## src/rtl/button_conditioner.sv

```systemverilog
// Push-button front end: per-channel two-flop synchroniser, debounce FSM,
// press pulse, and auto-repeat while held.
module button_conditioner #(
  parameter int WIDTH           = 5,
  parameter int DEBOUNCE_CYCLES = 16,
  parameter int HOLD_CYCLES     = 64,
  parameter int REPEAT_CYCLES   = 16
) (
  input  logic             clk,
  input  logic             rst,
  input  logic [WIDTH-1:0] btn_in,
  output logic [WIDTH-1:0] btn_level,
  output logic [WIDTH-1:0] btn_press,
  output logic [WIDTH-1:0] btn_held
);

  localparam int HR_MAX = (HOLD_CYCLES > REPEAT_CYCLES) ? HOLD_CYCLES : REPEAT_CYCLES;
  localparam int DW     = $clog2(DEBOUNCE_CYCLES) + 1;
  localparam int HW     = $clog2(HR_MAX) + 1;

  localparam logic [DW-1:0] D_LAST = DW'(DEBOUNCE_CYCLES - 1);
  localparam logic [HW-1:0] H_LAST = HW'(HOLD_CYCLES - 1);
  localparam logic [HW-1:0] R_LAST = HW'(REPEAT_CYCLES - 1);
  localparam logic [DW-1:0] D_ONE  = DW'(1);
  localparam logic [HW-1:0] H_ONE  = HW'(1);

  typedef enum logic [1:0] {
    LOW    = 2'd0,
    HIGH   = 2'd1,
    REPEAT = 2'd2
  } state_t;

  logic [WIDTH-1:0] sync_p0;
  logic [WIDTH-1:0] sync_p1;

  // Stage p0/p1: metastability guard for the asynchronous button inputs
  always_ff @(posedge clk or negedge rst) begin
    if (!rst) begin
      sync_p0 <= '0;
      sync_p1 <= '0;
    end else begin
      sync_p0 <= btn_in;
      sync_p1 <= sync_p0;
    end
  end

  for (genvar c = 0; c < WIDTH; c++) begin : g_chan
    state_t          state;
    state_t          state_nxt;
    logic [DW-1:0]   dcnt;
    logic [DW-1:0]   dcnt_nxt;
    logic [HW-1:0]   hcnt;
    logic [HW-1:0]   hcnt_nxt;
    logic            level_q;
    logic            press_q;
    logic            held_q;
    logic            level_nxt;
    logic            press_nxt;
    logic            held_nxt;
    logic            sync_c;

    assign sync_c = sync_p1[c];

    // Stage p2: debounce / hold FSM, all outputs taken straight from flops
    always_ff @(posedge clk or negedge rst) begin
      if (!rst) begin
        state   <= LOW;
        dcnt    <= '0;
        hcnt    <= '0;
        level_q <= 1'b0;
        press_q <= 1'b0;
        held_q  <= 1'b0;
      end else begin
        state   <= state_nxt;
        dcnt    <= dcnt_nxt;
        hcnt    <= hcnt_nxt;
        level_q <= level_nxt;
        press_q <= press_nxt;
        held_q  <= held_nxt;
      end
    end

    always_comb begin
      state_nxt = state;
      dcnt_nxt  = dcnt;
      hcnt_nxt  = hcnt;
      level_nxt = level_q;
      press_nxt = 1'b0;
      held_nxt  = held_q;
      case (state)
        LOW: begin
          if (sync_c) begin
            if (dcnt == D_LAST) begin
              state_nxt = HIGH;
              level_nxt = 1'b1;
              press_nxt = 1'b1;
              dcnt_nxt  = '0;
              hcnt_nxt  = '0;
            end else begin
              dcnt_nxt = dcnt + D_ONE;
            end
          end else begin
            dcnt_nxt = '0;
          end
        end
        HIGH, REPEAT: begin
          // An accepted release overrides a coincident hold/repeat terminal count
          if (!sync_c && dcnt == D_LAST) begin
            state_nxt = LOW;
            level_nxt = 1'b0;
            held_nxt  = 1'b0;
            dcnt_nxt  = '0;
            hcnt_nxt  = '0;
          end else begin
            dcnt_nxt = sync_c ? '0 : dcnt + D_ONE;
            if (state == HIGH) begin
              if (hcnt == H_LAST) begin
                state_nxt = REPEAT;
                held_nxt  = 1'b1;
                press_nxt = 1'b1;
                hcnt_nxt  = '0;
              end else begin
                hcnt_nxt = hcnt + H_ONE;
              end
            end else begin
              if (hcnt == R_LAST) begin
                press_nxt = 1'b1;
                hcnt_nxt  = '0;
              end else begin
                hcnt_nxt = hcnt + H_ONE;
              end
            end
          end
        end
        default: begin
          state_nxt = LOW;
        end
      endcase
    end

    assign btn_level[c] = level_q;
    assign btn_press[c] = press_q;
    assign btn_held[c]  = held_q;
  end

endmodule

```

## config.mk

```make
export PLATFORM = sky130hd
export DESIGN_NAME = button_conditioner
export DESIGN_NICKNAME = d
export VERILOG_FILES = /design/src/rtl/button_conditioner.sv
export SDC_FILE = /design/constraint.sdc
export NUM_CORES = 1
export LEC_CHECK = 0
export CAP_MARGIN = 20
export CORE_AREA = 5 5 141 89
export CTS_CLUSTER_SIZE = 12
export DETAILED_ROUTE_END_ITERATION = 10
export DIE_AREA = 0 0 146 94
export DONT_BUFFER_PORTS = 1
export PLACE_DENSITY = 0.69
export SETUP_SLACK_MARGIN = 0.05
export SYNTH_ARGS = -nofsm -noshare
export SYNTH_HDL_FRONTEND = slang
export SYNTH_SLANG_ARGS = --single-unit
```

## constraint.sdc

```tcl
create_clock -name clk -period 2.6 [get_ports clk]
set_clock_uncertainty 0.1 [all_clocks]
set_input_delay 0.52 -clock clk [delete_from_list [all_inputs] [get_ports clk]]
set_output_delay 0.52 -clock clk [all_outputs]
set_load 0.01 [all_outputs]
```

* After elaboration in Yosys (flattened, before gate mapping) *
Cells that the tools add are included.

word-level totals
  output and inout port bits = 15
  input bits = 7
  flip-flop bits (word level) = 95
  logic and storage cells = 307

operators by class
  muxes and demuxes = 160
  add/subtract/negate cells = 10
  reduce and logical (&&, ||, !) cells = 55
  equal/unequal tests = 50

operators by type and width
  cell                   count
  $mux W7                30
  $mux W5                20
  $pmux W7 S2            5
  $mux W1                60
  $mux W2                25
  $pmux W5 S2            5
  $reduce_and A4 Y1      10
  $add A7 B1 Y7 const B  5
  $eq A7 B4 Y1 const B   5
  $eq A7 B6 Y1 const B   5
  $ne A2 B2 Y1 const B   15
  $ne A3 B3 Y1 const B   10
  $reduce_and A3 Y1      10
  $reduce_bool A2 Y1     15
  $add A5 B1 Y5 const B  5
  $eq A5 B4 Y1 const B   5
  $pmux W1 S2            10
  $pmux W2 S2            5
  $eq A2 B1 Y1 const B   5
  $eq A2 B2 Y1 const B   5
  $logic_not A2 Y1       5
  $reduce_or A2 Y1       5
  $logic_and A1 B1 Y1    5
  $logic_not A1 Y1       5

* Logic depth before layout (Yosys ltp) *
  word-level depth = 5
  depth in mapped cells = 8

* Worst setup path before layout *
OpenSTA, ideal clock, no wires.

  kind = register to register
  start point = register g_chan[3].dcnt[0]
  end point = register g_chan[3].hcnt[3]
  arrival = 1.942 ns
  library setup time = 0.087 ns
  stages on the path, launching flop included = 8
  clock period less this slack = 2.128 ns
  slack = 0.472 ns
  buffers on the path = 0
  cell sequence = dfrtp_1 ha_1 and3_1 ha_1 nor2b_1 or3_4 or2_1 o211ai_1

between the ends
  cells in the longest elaborated chain, start to end = 4
  elaborated cells on any way between the ends = 6

ends and longest elaborated chain
  element                 RTL line  source
  start, declared         50        logic [DW-1:0] dcnt;
  start signal, assigned  75        dcnt <= dcnt_nxt;
  $eq A5 B4 Y1 *          93, 108
  $logic_and A1 B1 Y1     108       if (!sync_c && dcnt == D_LAST) begin
  $mux W7                 108
  $pmux W7 S2             90        case (state)
  end signal, assigned    76        hcnt <= hcnt_nxt;
  end, declared           52        logic [HW-1:0] hcnt;

Mark *: on every way between the ends. The rest lies on a longest branch, timed or not.
A chain may end at the register's enable or synchronous reset.

* Final worst setup path *
  start point = register g_chan[1].dcnt[0]
  end point = register g_chan[1].hcnt[6]

between the ends
  cells in the longest elaborated chain, start to end = 4
  elaborated cells on any way between the ends = 6

ends and longest elaborated chain
  element                 RTL line
  start, declared         50
  start signal, assigned  75
  $eq A5 B4 Y1 *          93, 108
  $logic_and A1 B1 Y1     108
  $mux W7                 108
  $pmux W7 S2             90
  end signal, assigned    76
  end, declared           52

Marks and branches as above.

==> metrics.md <==
| Metric | Value |
|---|---|
| Status | `complete, but fails checks` |
| Failing checks | `hold timing` |
| Psw | `1045 uW` |
| Die X | `146 um` |
| Post-synth EDFFs | `0` |
| Die Y | `94 um` |
| CTS sink count | `95` |
| Top Usage Layer GRT | `met2` |
| Sw Ratio | `0.2820` |
| Crit path DAT | `2520 ps` |
| CTS tree | `yes` |
| Top FF cell, synth | `dfrtp_1` |
| WP data required | `2770 ps` |
| Die area | `0.01372 mm2` |
| Avg Synthesized Cell Area | `9.116 um2` |
| Largest net degree at the start of global routing | `96` |
| Post-synthesis sequential area ratio | `0.4354` |
| Power Dens Cells | `643.8 mW/mm2` |
| # port buffers | `0` |
| Mapped Area | `0.005460 mm2` |
| N_diodes | `0` |
| Slew margin rel. | `0.5821` |
| Critical Path Source Type | `register` |
| Met2 Usage GRT | `0.2397` |
| Final setup fails | `0` |
| Critical path capture point type | `register` |
| RSZ-0062 raised after global routing | `false` |
| Hold_ws | `-225.9 ps` |
| DP HPWL | `7127 um` |
| Filler instances | `999` |
| Most frequent cells in the layout | `dfrtp_1 (95), nand2_1 (62), a21oi_1 (41)` |
| Max cap viols | `0` |
| First-pass GRT wire length | `17,670 um` |
| Finished Layout Cells | `724` |
| Hold Crit Class | `input pin to asynchronous set/reset pin` |
| Vias/cell | `5.722` |
| H-tree Lvls | `3` |
| Synth Register Bits | `95` |
| Number of global-route vias before repair | `3,853` |
| Worst skew pair latency | `330 ps` |
| Layout area overhead | `5.431%` |
| Finished layout cell area | `0.005757 mm2` |
| DRT iter0 DRCs | `227` |
| DR WL/cell | `14.03 um` |
| TritonRoute pass-1 iters | `4` |
| Core Util, Final | `0.5199` |
| Least-Margin Pin Slew | `621.1 ps` |
| Final Cycle Share | `0.9042` |
| Fmax | `425.4 MHz` |
| Placed Area | `0.005446 mm2` |
| Core area | `0.01107 mm2` |
| Flop pwr share | `0.468` |
| Setup TNS | `0 ps` |
| Routability cong. | `0.8301` |
| Commonest non-fill, non-tap cell in the layout | `dfrtp_1` |
| Rows | `30` |
| Syn Nets | `641` |
| Drt drc | `0` |
| Share of cells above drive strength 1 | `0.05172` |
| Yosys synthesis warning count | `0` |
| Drt total wl | `10,160 um` |
| Count of cell types in the netlist | `62` |
| Register clock-pin slew on the reported worst setup and hold paths | `70 ps` |
| CTS resizes | `0` |
| Leak | `0.002530 uW` |
| Gate power share | `0.169` |
| Post-CTS Setup Repair Bufs | `0` |
| Fin. max-slew vios | `0` |
| Final Hold Fails | `95` |
| Nets | `617` |
| FFs w/ async S/R, synth | `1.000` |
| Synthesized netlist cell count | `599` |
| Placed cells | `708` |
| Min Tclk post-route | `2351 ps` |
| Clock root buffer master | `clkbuf_16` |
| Gr ovfl total | `0` |
| Io pins | `22` |
| Via Count | `4,143` |
| Clock share of power | `0.364` |
| Worst-path maximum fanout | `13` |
| CP Class | `register to register` |
| M1 GR Usage | `0.2135` |
| Initial antenna violation count | `0` |
| Post-DRT Antenna Nets | `0` |
| Cts bufs inserted | `9` |
| Starting Density | `0.4931` |
| Peak supply drop | `0.3208 mV` |
| Internal power | `2661 uW` |
| Total GRT Usage | `0.1547` |
| M3 GR Usage | `0.04532` |
| Clock buffer depth | `2` |
cell type report:
type                    instances  area, um2  share of cell area
clock buffers                  12      256.5             0.04456
clock inverters                 4      53.80            0.009346
inverters                      38      142.6             0.02478
multi-input cells             429       2731              0.4745
flip-flops and latches         95       2377              0.4130
well taps                     144      180.2             0.03130
repair buffers                  2      15.01            0.002608
registers in the layout (all words and copies together) (netlist names):
| name | cells |
|---|---|
| g_chan.dcnt | 25 |
| g_chan.hcnt | 35 |
| g_chan.held_q | 5 |
| g_chan.level_q | 5 |
| g_chan.press_q | 5 |
| g_chan.state | 10 |
| sync_p0 | 5 |
| sync_p1 | 5 |
worst paths after layout:
path / to / cells past startpoint / slack, ps / from
hold reg to reg: sync_p1[4]$_DFF_PN0_ / 0 / 250 / sync_p0[4]$_DFF_PN0_
setup / recovery: g_chan[1].hcnt[6]$_DFFE_PN0P_ / 7 / 250 / g_chan[1].dcnt[0]$_DFFE_PN0P_
setup reg to reg: g_chan[1].hcnt[6]$_DFFE_PN0P_ / 7 / 250 / g_chan[1].dcnt[0]$_DFFE_PN0P_
max in group asynchronous: g_chan[4].level_q$_DFFE_PN0P_ / 0 / 2480 / rst
min in group clk: sync_p0[1]$_DFF_PN0_ / 0 / 110 / btn_in[1]
hold / removal: g_chan[3].hcnt[5]$_DFFE_PN0P_ / 0 / -230 / rst
stage by stage:
step / setup WS, ps / power [uW]
after floorplan: 471.8 / 2238
after global placement: 402.4 / 2353
after detailed placement: 319.7 / 2383
after CTS: 281.1 / 3762
after global routing: 100.1 / 3938
final: 249.2 / 3706
worst max-delay path, stage by stage, from the launching register on:
cell	delay, ps
dfrtp_1	410
ha_1	240
and3_1	200
ha_1	310
and3_1	260
a21oi_1	420
o21bai_1	200
a22o_1	150
cell usage after synthesis, drive strengths merged (5+ instances only):
cell	number	area (um2)
a21o	11	82.58
nor2b	11	68.82
o21ai	46	230.2
xnor2	6	52.55
a22o	11	96.34
clkbuf	15	56.30
nor2	29	111.4
a211oi	7	75.07
and3	12	76.33
nor3	27	135.1
or3	11	78.82
nand2b	20	125.1
o21bai	6	45.04
ha	35	437.9
nand2	62	232.7
a22oi	5	37.54
inv	38	142.6
dfrtp	95	2377
nand3	29	145.1
buf	22	152.6
a21oi	41	205.2
a31oi	8	50.05
layer usage:
metal,vias to the layer above,wire [um]
li1,2075,-
met1,1984,5083
met2,74,4527
met3,10,455
met4,0,90
met5,-,0
power by group through the flow:
stage / clock, uW / sequential [uW] / combinational [uW]
after global routing: 1470 / 1760 / 711
after global placement: 0 / 1750 / 603
after CTS: 1400 / 1730 / 627
after floorplan: 0 / 1720 / 515
final: 1350 / 1730 / 626
after detailed placement: 0 / 1760 / 623
logic make-up (layout without fill, tap and decap cells):
family | Yosys count | count (layout) | share of synthesized area
fa+ha+maj | 35 | 35 | 0.08020
flops | 95 | 95 | 0.4354
buf+inv | 75 | 56 | 0.06439
xor+xnor | 6 | 6 | 0.009624
simple gates | 222 | 222 | 0.2094
compound gates | 159 | 159 | 0.1874
mux | 7 | 7 | 0.01352
No activity file was read; power rests on OpenSTA's default activity.
